[config.mk]
export PLATFORM = sky130hd
export DESIGN_NAME = password_entry_controller
export DESIGN_NICKNAME = d
export VERILOG_FILES = /design/src/rtl/password_entry_controller.sv
export SDC_FILE = /design/constraint.sdc
export NUM_CORES = 1
export LEC_CHECK = 0
export ABC_AREA = 1
export ABC_CLOCK_PERIOD_IN_PS = 2280
export CAP_MARGIN = 20
export CORE_MARGIN = 5
export CORE_UTILIZATION = 29
export CTS_CLUSTER_DIAMETER = 200
export DETAILED_ROUTE_END_ITERATION = 7
export GPL_ROUTABILITY_DRIVEN = 1
export HOLD_SLACK_MARGIN = 0.02
export PLACE_DENSITY_LB_ADDON = 0.25
export SLEW_MARGIN = 20
export SYNTH_ARGS = -nofsm -noshare
export SYNTH_HDL_FRONTEND = slang
export SYNTH_SLANG_ARGS = --single-unit
export TNS_END_PERCENT = 1
[constraint.sdc]
create_clock -name clk -period 2.28 [get_ports clk]
set_input_delay 0.456 -clock clk [delete_from_list [all_inputs] [get_ports clk]]
set_output_delay 0.456 -clock clk [all_outputs]
set_load 0.02 [all_outputs]
[src/rtl/password_entry_controller.sv]
// Password entry controller for a BCD keypad.
//
// Digits are collected into entry_buf, with the newest digit in the LSB nibble.
// On enter, the entry is compared with the stored password during a one-cycle CHECK state.
// - A match opens the lock.
// - Each mismatch pulses fail.
// - MAX_FAIL consecutive mismatches force a LOCK_CYCLES-long lockout.
//
// While unlocked, a full-length entry followed by enter replaces the stored password.
// A clear with an empty entry relocks.
//
// Ports:
//   clk        - system clock, all state changes on the rising edge
//   reset      - asynchronous active-high reset
//   key_valid  - one-cycle pulse, key_digit holds a digit
//   key_digit  - BCD digit 0..9 (codes above 9 are ignored)
//   key_enter  - one-cycle pulse, submit the entry
//   key_clear  - one-cycle pulse, discard the entry or relock when the entry is empty
//   count      - number of digits currently entered (0..DIGITS)
//   unlocked   - high while unlocked
//   fail       - one-cycle pulse after a mismatch
//   locked_out - high during lockout
module password_entry_controller #(
    parameter int unsigned         DIGITS      = 6,
    parameter logic [4*DIGITS-1:0] INIT_PW     = 24'h123456,
    parameter int unsigned         MAX_FAIL    = 3,
    parameter int unsigned         LOCK_CYCLES = 1000
) (
    input  logic                          clk,
    input  logic                          reset,
    input  logic                          key_valid,
    input  logic [3:0]                    key_digit,
    input  logic                          key_enter,
    input  logic                          key_clear,
    output logic [$clog2(DIGITS+1)-1:0]   count,
    output logic                          unlocked,
    output logic                          fail,
    output logic                          locked_out
);

    localparam int unsigned CW = $clog2(DIGITS + 1);
    localparam int unsigned BW = 4 * DIGITS;
    localparam int unsigned FW = $clog2(MAX_FAIL + 1);
    localparam int unsigned TW = $clog2(LOCK_CYCLES + 1);

    localparam logic [CW-1:0] CntFull   = CW'(DIGITS);
    localparam logic [FW-1:0] FailLast  = FW'(MAX_FAIL - 1);
    localparam logic [TW-1:0] TimerLast = TW'(LOCK_CYCLES - 1);

    typedef enum logic [1:0] {StEntry, StCheck, StUnlocked, StLockout} state_e;

    state_e        state;
    logic [BW-1:0] entry_buf;
    logic [BW-1:0] pw_reg;
    logic [FW-1:0] fail_cnt;
    logic [TW-1:0] lock_timer;
    logic          digit_ok;

    // A digit is accepted only if it is valid BCD and the entry is not yet full.
    assign digit_ok = key_valid && (key_digit <= 4'd9) && (count != CntFull);

    assign unlocked   = (state == StUnlocked);
    assign locked_out = (state == StLockout);

    always_ff @(posedge clk or posedge reset) begin
        if (reset) begin
            state      <= StEntry;
            count      <= '0;
            entry_buf  <= '0;
            pw_reg     <= INIT_PW;
            fail_cnt   <= '0;
            lock_timer <= '0;
            fail       <= 1'b0;
        end else begin
            fail <= 1'b0;
            unique case (state)
                StEntry: begin
                    if (key_clear) begin
                        count     <= '0;
                        entry_buf <= '0;
                    end else if (key_enter) begin
                        state <= StCheck;
                    end else if (digit_ok) begin
                        entry_buf <= {entry_buf[BW-5:0], key_digit};
                        count     <= count + 1'b1;
                    end
                end

                // Keys are ignored here.
                // The entry is always discarded on the way out.
                StCheck: begin
                    count     <= '0;
                    entry_buf <= '0;
                    if (count == CntFull && entry_buf == pw_reg) begin
                        state    <= StUnlocked;
                        fail_cnt <= '0;
                    end else begin
                        fail     <= 1'b1;
                        fail_cnt <= fail_cnt + 1'b1;
                        if (fail_cnt == FailLast) begin
                            state      <= StLockout;
                            lock_timer <= '0;
                        end else begin
                            state <= StEntry;
                        end
                    end
                end

                StUnlocked: begin
                    if (key_clear) begin
                        if (count != '0) begin
                            count     <= '0;
                            entry_buf <= '0;
                        end else begin
                            state <= StEntry;
                        end
                    end else if (key_enter) begin
                        // Only a full-length entry may become the new password.
                        if (count == CntFull) begin
                            pw_reg <= entry_buf;
                        end
                        count     <= '0;
                        entry_buf <= '0;
                    end else if (digit_ok) begin
                        entry_buf <= {entry_buf[BW-5:0], key_digit};
                        count     <= count + 1'b1;
                    end
                end

                StLockout: begin
                    count <= '0;
                    if (lock_timer == TimerLast) begin
                        state      <= StEntry;
                        fail_cnt   <= '0;
                        lock_timer <= '0;
                    end else begin
                        lock_timer <= lock_timer + 1'b1;
                    end
                end

                default: state <= StEntry;
            endcase
        end
    end

endmodule

==> results.md, run 1 <==
* Outcome: finished, final reports clean
* Port-buffer cells at 14
* Worst-Margin Slew at 459 ps
* Drc violations at 0
* Final WL at 7.30 mm
* Crit Path Category: register to output port
* Vias per cell at 4.36
* Vias in the first global route at 2738
* Synth Cell Area at 3660 µm²
* Post-CTS setup buffer count at 0
* Post_cts resized at 1
* Row count at 41
* Antenna diodes at 0
* Total grt overflow at 0
* Area Growth Syn to Fin at 18.2%
* Worst Skew at 7.23 ps
* 1st-iter DRT viols at 108
* Die area at 15000 µm²
* Area taken by multi-input logic gates at 1580 µm²
* FMAX at 460 MHz
* Die height at 122 µm
* Hold Crit Class: input port to asynchronous set/reset pin
* Pin count of the biggest net entering global routing at 56
* Final min period at 2180 ps
* Worst Setup Slack, final at 105 ps
* Clock root buffer master: clkbuf_16
* Cells after DPL at 632
* Worst Setup End Kind: output port
* Die width at 122 µm
* Maximum Capacitance Violations at 0
* Top delay family on crit path: buffers and inverters
* Unrepaired setup endpoints after global routing: no
* CP max FO at 6
* Share of layout cells above drive strength 1 at 13.4%
* CP peak stage delay at 660 ps
* WL/cell at 11.3 µm
* Fillers at 1376
* Initial antenna violation count at 0
* Final Wtd Congestion at 0.895
* Slew headroom at 69.3%
* DR pass1 iterations at 4
* Routed Antenna Nets at 0
* Detail Placement HPWL at 4.94 mm
* Global-route usage over all layers at 10.9%
* Final slew viol count at 0
* Synth warn at 0
* Fin. Hold Viols at 0
* WP data required at 1820 ps
* Top cell type's share of synthesized area at 38.9%
* Clock transition at path regs at 60 ps
* Ranking of synthesized cells by area: dfrtp_1, nand2_1, inv_1
* TritonCTS Buffers at 9
* Clock Latency Late Sink at 330 ps
* Clk pwr share at 29.6%
* First-pass GRT wire length at 12.9 mm
* Pint at 3.01 mW
* Crit path buf inv count at 1
* Layout Cells excl Fill at 648
* Switching share of power at 37.7%
* Post-synth top area cell: dfrtp_1
* VDD IR max at 412 µV
* CTS tree: yes
* # setup viols final at 0
* I/O Pins at 15
* Hold Slack at 402 ps
* Via count at 2823
* Cts hold-fix bufs at 0
* CTS Buffer Depth at 2
* Leak pwr at 2.16 nW
* Register area share after synthesis at 45.4%
* # nets final at 489
* Core Area at 12500 µm²
* Initial Utilization at 29.3%
* FF/Latch Area at 1660 µm²
* DP Worst Slack at 183 ps
* Seq cells post-synth at 66
* Sw Pwr at 1.82 mW
* Setup Total Neg Slack at 0 ps
* Crit-path cells: ha_1 -> clkdlybuf4s50_1
* Signal arrival time at the worst endpoint at 1720 ps
* Final Cycle Share at 95.4%
* Setup crit start kind: register
* Net Count, Synth at 472
* Combinational Power Share at 37.4%
* Post-synthesis area per instance at 8.07 µm²
* Part of the power in registers at 33.0%
* Mapped Cells at 454
* Final core utilization at 34.6%
* H-tree Lvls at 3
* Total power per unit cell area at 1120 nW/µm²
* Worst path slowest cell: clkdlybuf4s50_1
* CTS sink cnt at 66
* Cell variety after synth at 30
==> through the flow <==
| stage | area (µm²) | total power, mW |
|---|---|---|
| after global routing | 4330 | 5.21 |
| after CTS | 4330 | 4.91 |
| after global placement | 4020 | 3.43 |
| after floorplan | 3660 | 2.96 |
| after detailed placement | 4020 | 3.45 |
| final | 4330 | 4.84 |
==> power groups by stage <==
| stage | sequential, mW | clock [mW] | combinational [mW] |
|---|---|---|---|
| final | 1.60 | 1.43 | 1.81 |
| after global routing | 1.63 | 1.52 | 2.07 |
| after CTS | 1.60 | 1.47 | 1.84 |
| after detailed placement | 1.61 | 0 | 1.83 |
| after global placement | 1.62 | 0 | 1.81 |
| after floorplan | 1.60 | 0 | 1.36 |
==> kinds of logic after synthesis <==
| logic type | Yosys count | share of synthesized area [%] |
|---|---|---|
| DFF | 66 | 45.4 |
| xor gates and xnor gates | 16 | 3.82 |
| adders and majority gates | 9 | 3.07 |
| and+or+nand+nor | 197 | 22.8 |
| AOI/OAI and AO/OA | 65 | 13.4 |
| buffers and inverters | 101 | 11.5 |
==> Yosys cell counts <==
| cell | count |
|---|---|
| a21oi_1 | 8 |
| a221oi_1 | 1 |
| a31oi_1 | 1 |
| buf_2 | 5 |
| buf_4 | 2 |
| buf_6 | 4 |
| clkbuf_1 | 4 |
| dfrtp_1 | 57 |
| dfstp_2 | 9 |
| ha_1 | 9 |
| inv_1 | 82 |
| inv_2 | 4 |
| nand2_1 | 122 |
| nand2_2 | 3 |
| nand2_4 | 1 |
| nand3_1 | 24 |
| nand3_2 | 2 |
| nand4_1 | 3 |
| nor2_1 | 28 |
| nor2_2 | 2 |
| nor2_4 | 1 |
| nor3_1 | 8 |
| nor3b_1 | 1 |
| nor4_1 | 2 |
| o211ai_1 | 3 |
| o211ai_2 | 20 |
| o21ai_0 | 30 |
| o22ai_1 | 2 |
| xnor2_1 | 9 |
| xor2_1 | 7 |
==> per-layer routing <==
metal  GRT usage [%]  wire, µm  vias to the layer above
met5               0         0                        -
met2            16.3      3200                       30
li1                -         -                     1458
met1            14.9      3780                     1321
met3            1.71       146                       14
met4            5.95       175                        0
==> cell usage in the layout (no fill, tap or decap), drive strengths merged, types with 2 or more instances in the layout <==
cell             n
nor4             2
o21ai           30
clkbuf          14
nand4            3
xor2             7
buf              7
inv             86
o22ai            2
dfstp            9
dfrtp           57
clkdlybuf4s50   13
nand2          126
ha               9
nand3           26
o211ai          23
a21oi            8
xnor2            9
nor3             8
nor2            31
==> final timing paths <==
kind                                       startpoint                   endpoint  slack, ps  cells past startpoint
max in group asynchronous                       reset      pw_reg[2]$_DFFE_PP1P_       1240                      3
worst max register to register   count[0]$_DFFE_PP0P_  lock_timer[0]$_DFFE_PP0P_        330                     13
worst min register to register  pw_reg[0]$_DFFE_PP0P_      pw_reg[0]$_DFFE_PP0P_        490                      2
min in group clk                pw_reg[0]$_DFFE_PP0P_      pw_reg[0]$_DFFE_PP0P_        490                      2
worst min-delay path                            reset     pw_reg[15]$_DFFE_PP0P_        400                      2
worst max-delay path             state[0]$_DFFE_PP0P_                 locked_out        100                      2
==> area by class of cell <==
type	count	share of cell area, %
clock buffer	14	6.33
clock inverter	2	0.809
inverter	86	7.45
multi-input combinational	287	36.5
sequential	66	38.4
tap	172	4.97
timing repair buffer	21	5.58
(Power assumes the default switching activity.)
==> run 2, diff against run 1 <==
--- a/config.mk
+++ b/config.mk
@@ -13,6 +13,7 @@
 export CTS_CLUSTER_DIAMETER = 200
 export DETAILED_ROUTE_END_ITERATION = 7
 export GPL_ROUTABILITY_DRIVEN = 1
+export GPL_TIMING_DRIVEN = 0
 export HOLD_SLACK_MARGIN = 0.02
 export PLACE_DENSITY_LB_ADDON = 0.25
 export SLEW_MARGIN = 20
==> results.md, run 2 (synthesis gave the netlist of run 1 again) <==
* Commonest non-fill, non-tap cell in the layout: nand2_1
* Switching share of power at 36.4%
* WL/cell at 12.2 µm
* Post-CTS setup buffer count at 0
* DP Worst Slack at -69.8 ps
* Unrepaired setup endpoints after global routing: no
* Via count at 2883
* Reg-to-reg startpoint: count[0]$_DFFE_PP0P_
* FMAX at 468 MHz
* DR pass1 iterations at 4
* Worst Setup Slack, final at 142 ps
* Vias per cell at 4.40
* Worst Setup End Kind: output port
* Pin count of the biggest net entering global routing at 44
* Routed Antenna Nets at 0
* Fillers at 1339
* CTS sink cnt at 66
* Pint at 3.23 mW
* Antenna diodes at 0
* Total power per unit cell area at 1150 nW/µm²
* Crit Path Category: register to output port
* Outcome: finished, final reports clean
* Maximum Capacitance Violations at 0
* CTS Buffer Depth at 2
* Final slew viol count at 0
* Signal arrival time at the worst endpoint at 1680 ps
* Initial Utilization at 29.3%
* Core Area at 12500 µm²
* Final Wtd Congestion at 0.824
* Final core utilization at 35.2%
* # nets final at 497
* Die area at 15000 µm²
* CP max FO at 6
* Sw Pwr at 1.85 mW
* Share of layout cells above drive strength 1 at 14.3%
* Total grt overflow at 0
* Worst Skew at 6.41 ps
* WP data required at 1820 ps
* R2R Setup Slk at 300 ps
* Row count at 41
* Final min period at 2140 ps
* 1st-iter DRT viols at 195
* FF/Latch Area at 1660 µm²
* Vias in the first global route at 2922
* Port-buffer cells at 14
* H-tree Lvls at 3
* Slew headroom at 66.2%
* TritonCTS Buffers at 9
* I/O Pins at 15
* Hold Slack at 459 ps
* Hold Crit Class: input port to asynchronous set/reset pin
* Worst setup path startpoint: state[0]$_DFFE_PP0P_
* # setup viols final at 0
* Clk pwr share at 33.0%
* Detail Placement HPWL at 5.75 mm
* Part of the power in registers at 31.6%
* Total power at 5.08 mW
* Setup crit start kind: register
* Final Cycle Share at 93.8%
* Die height at 122 µm
* Drc violations at 0
* Area Growth Syn to Fin at 20.2%
* Worst-Margin Slew at 508 ps
* Global-route usage over all layers at 12.2%
* Worst r2r path cells at 9
* Initial antenna violation count at 0
* FF-to-FF End: pw_reg[8]$_DFFE_PP0P_
* Area taken by multi-input logic gates at 1580 µm²
* Final WL at 8.02 mm
* Die width at 122 µm
* Clock transition at path regs at 60 ps
* Commonest non-fill, non-tap cells in the layout: nand2_1, inv_1, dfrtp_1
* Clock Latency Late Sink at 330 ps
* First-pass GRT wire length at 14.3 mm
* VDD IR max at 608 µV
* Clock root buffer master: clkbuf_16
* Fin. Hold Viols at 0
* Combinational Power Share at 35.3%
* CTS tree: yes
* Leak pwr at 2.21 nW
-- run 2: cell types whose count changed in the layout (fill, tap and decap cells not counted), sizes merged --
cell          delta
dlymetal6s2s     +1
clkinv           -1
clkinvlp         +1
buf              +5
clkbuf           -1
bufinv           +3
dlygate4sd2      -1
-- run 2: per-stage QoR --
step / std cells / area, µm² / setup TNS, ps
after floorplan: 454 / 3660 / 0
after global placement: 640 / 4020 / -69240
after detailed placement: 641 / 4050 / -257
after CTS: 656 / 4410 / 0
after global routing: 655 / 4410 / 0
final: 655 / 4410 / 0
-- run 2: cell type report --
cell class	instances	share of cell area (%)
Sequential cell	66	37.7
Multi-Input combinational cell	287	35.8
Inverter	86	7.38
Clock buffer	10	5.20
Tap cell	172	4.88
Timing Repair Buffer	15	3.86
Clock inverter	5	2.90
Buffer	14	2.19
-- run 2: worst max path at each step --
stage / slack, ps / end / cells past startpoint
2_1_floorplan: 180 / count[0]$_DFFE_PP0P_ / 1
3_3_place_gp: -1140 / count[2]$_DFFE_PP0P_ / 2
3_5_place_dp: -70 / pw_reg[21]$_DFFE_PP0P_ / 6
4_1_cts: 20 / unlocked / 3
5_1_grt: 20 / pw_reg[8]$_DFFE_PP0P_ / 9
6_report: 140 / locked_out / 2
-- run 2: repair_timing --
action	4_1_cts	5_1_grt
endpoints found under the setup margin	0	6
resized for setup	0	1
hold buffers	0	0
-- run 2: critical path, cell delays in order, from the launching register on --
cell and delay [ps]:
dfrtp_1 390, ha_1 310, clkdlybuf4s50_1 660
-- run 2: power groups by stage --
stage / Clock [mW] / Sequential [mW] / Combinational (mW)
floorplan: 0 / 1.60 / 1.36
global placement: 0 / 1.62 / 1.80
detailed placement: 0 / 1.63 / 1.83
CTS: 1.72 / 1.61 / 1.84
global route: 1.77 / 1.64 / 2.07
finish: 1.68 / 1.61 / 1.80
-- run 2: per-layer routing --
metal / up-vias / GRT usage, % / wire [µm]
met5: - / 0 / 0
met4: 0 / 5.60 / 160
met3: 12 / 2.63 / 212
met2: 39 / 19.2 / 3700
met1: 1354 / 16.2 / 3940
li1: 1478 / - / -
==> run 3, diff against run 2 <==
--- a/config.mk
+++ b/config.mk
@@ -6,7 +6,6 @@
 export NUM_CORES = 1
 export LEC_CHECK = 0
 export ABC_AREA = 1
-export ABC_CLOCK_PERIOD_IN_PS = 2280
 export CAP_MARGIN = 20
 export CORE_MARGIN = 5
 export CORE_UTILIZATION = 29
==> results of run 3 <==
Same layout as run 2: the final DEF is identical, and so are final timing and power.
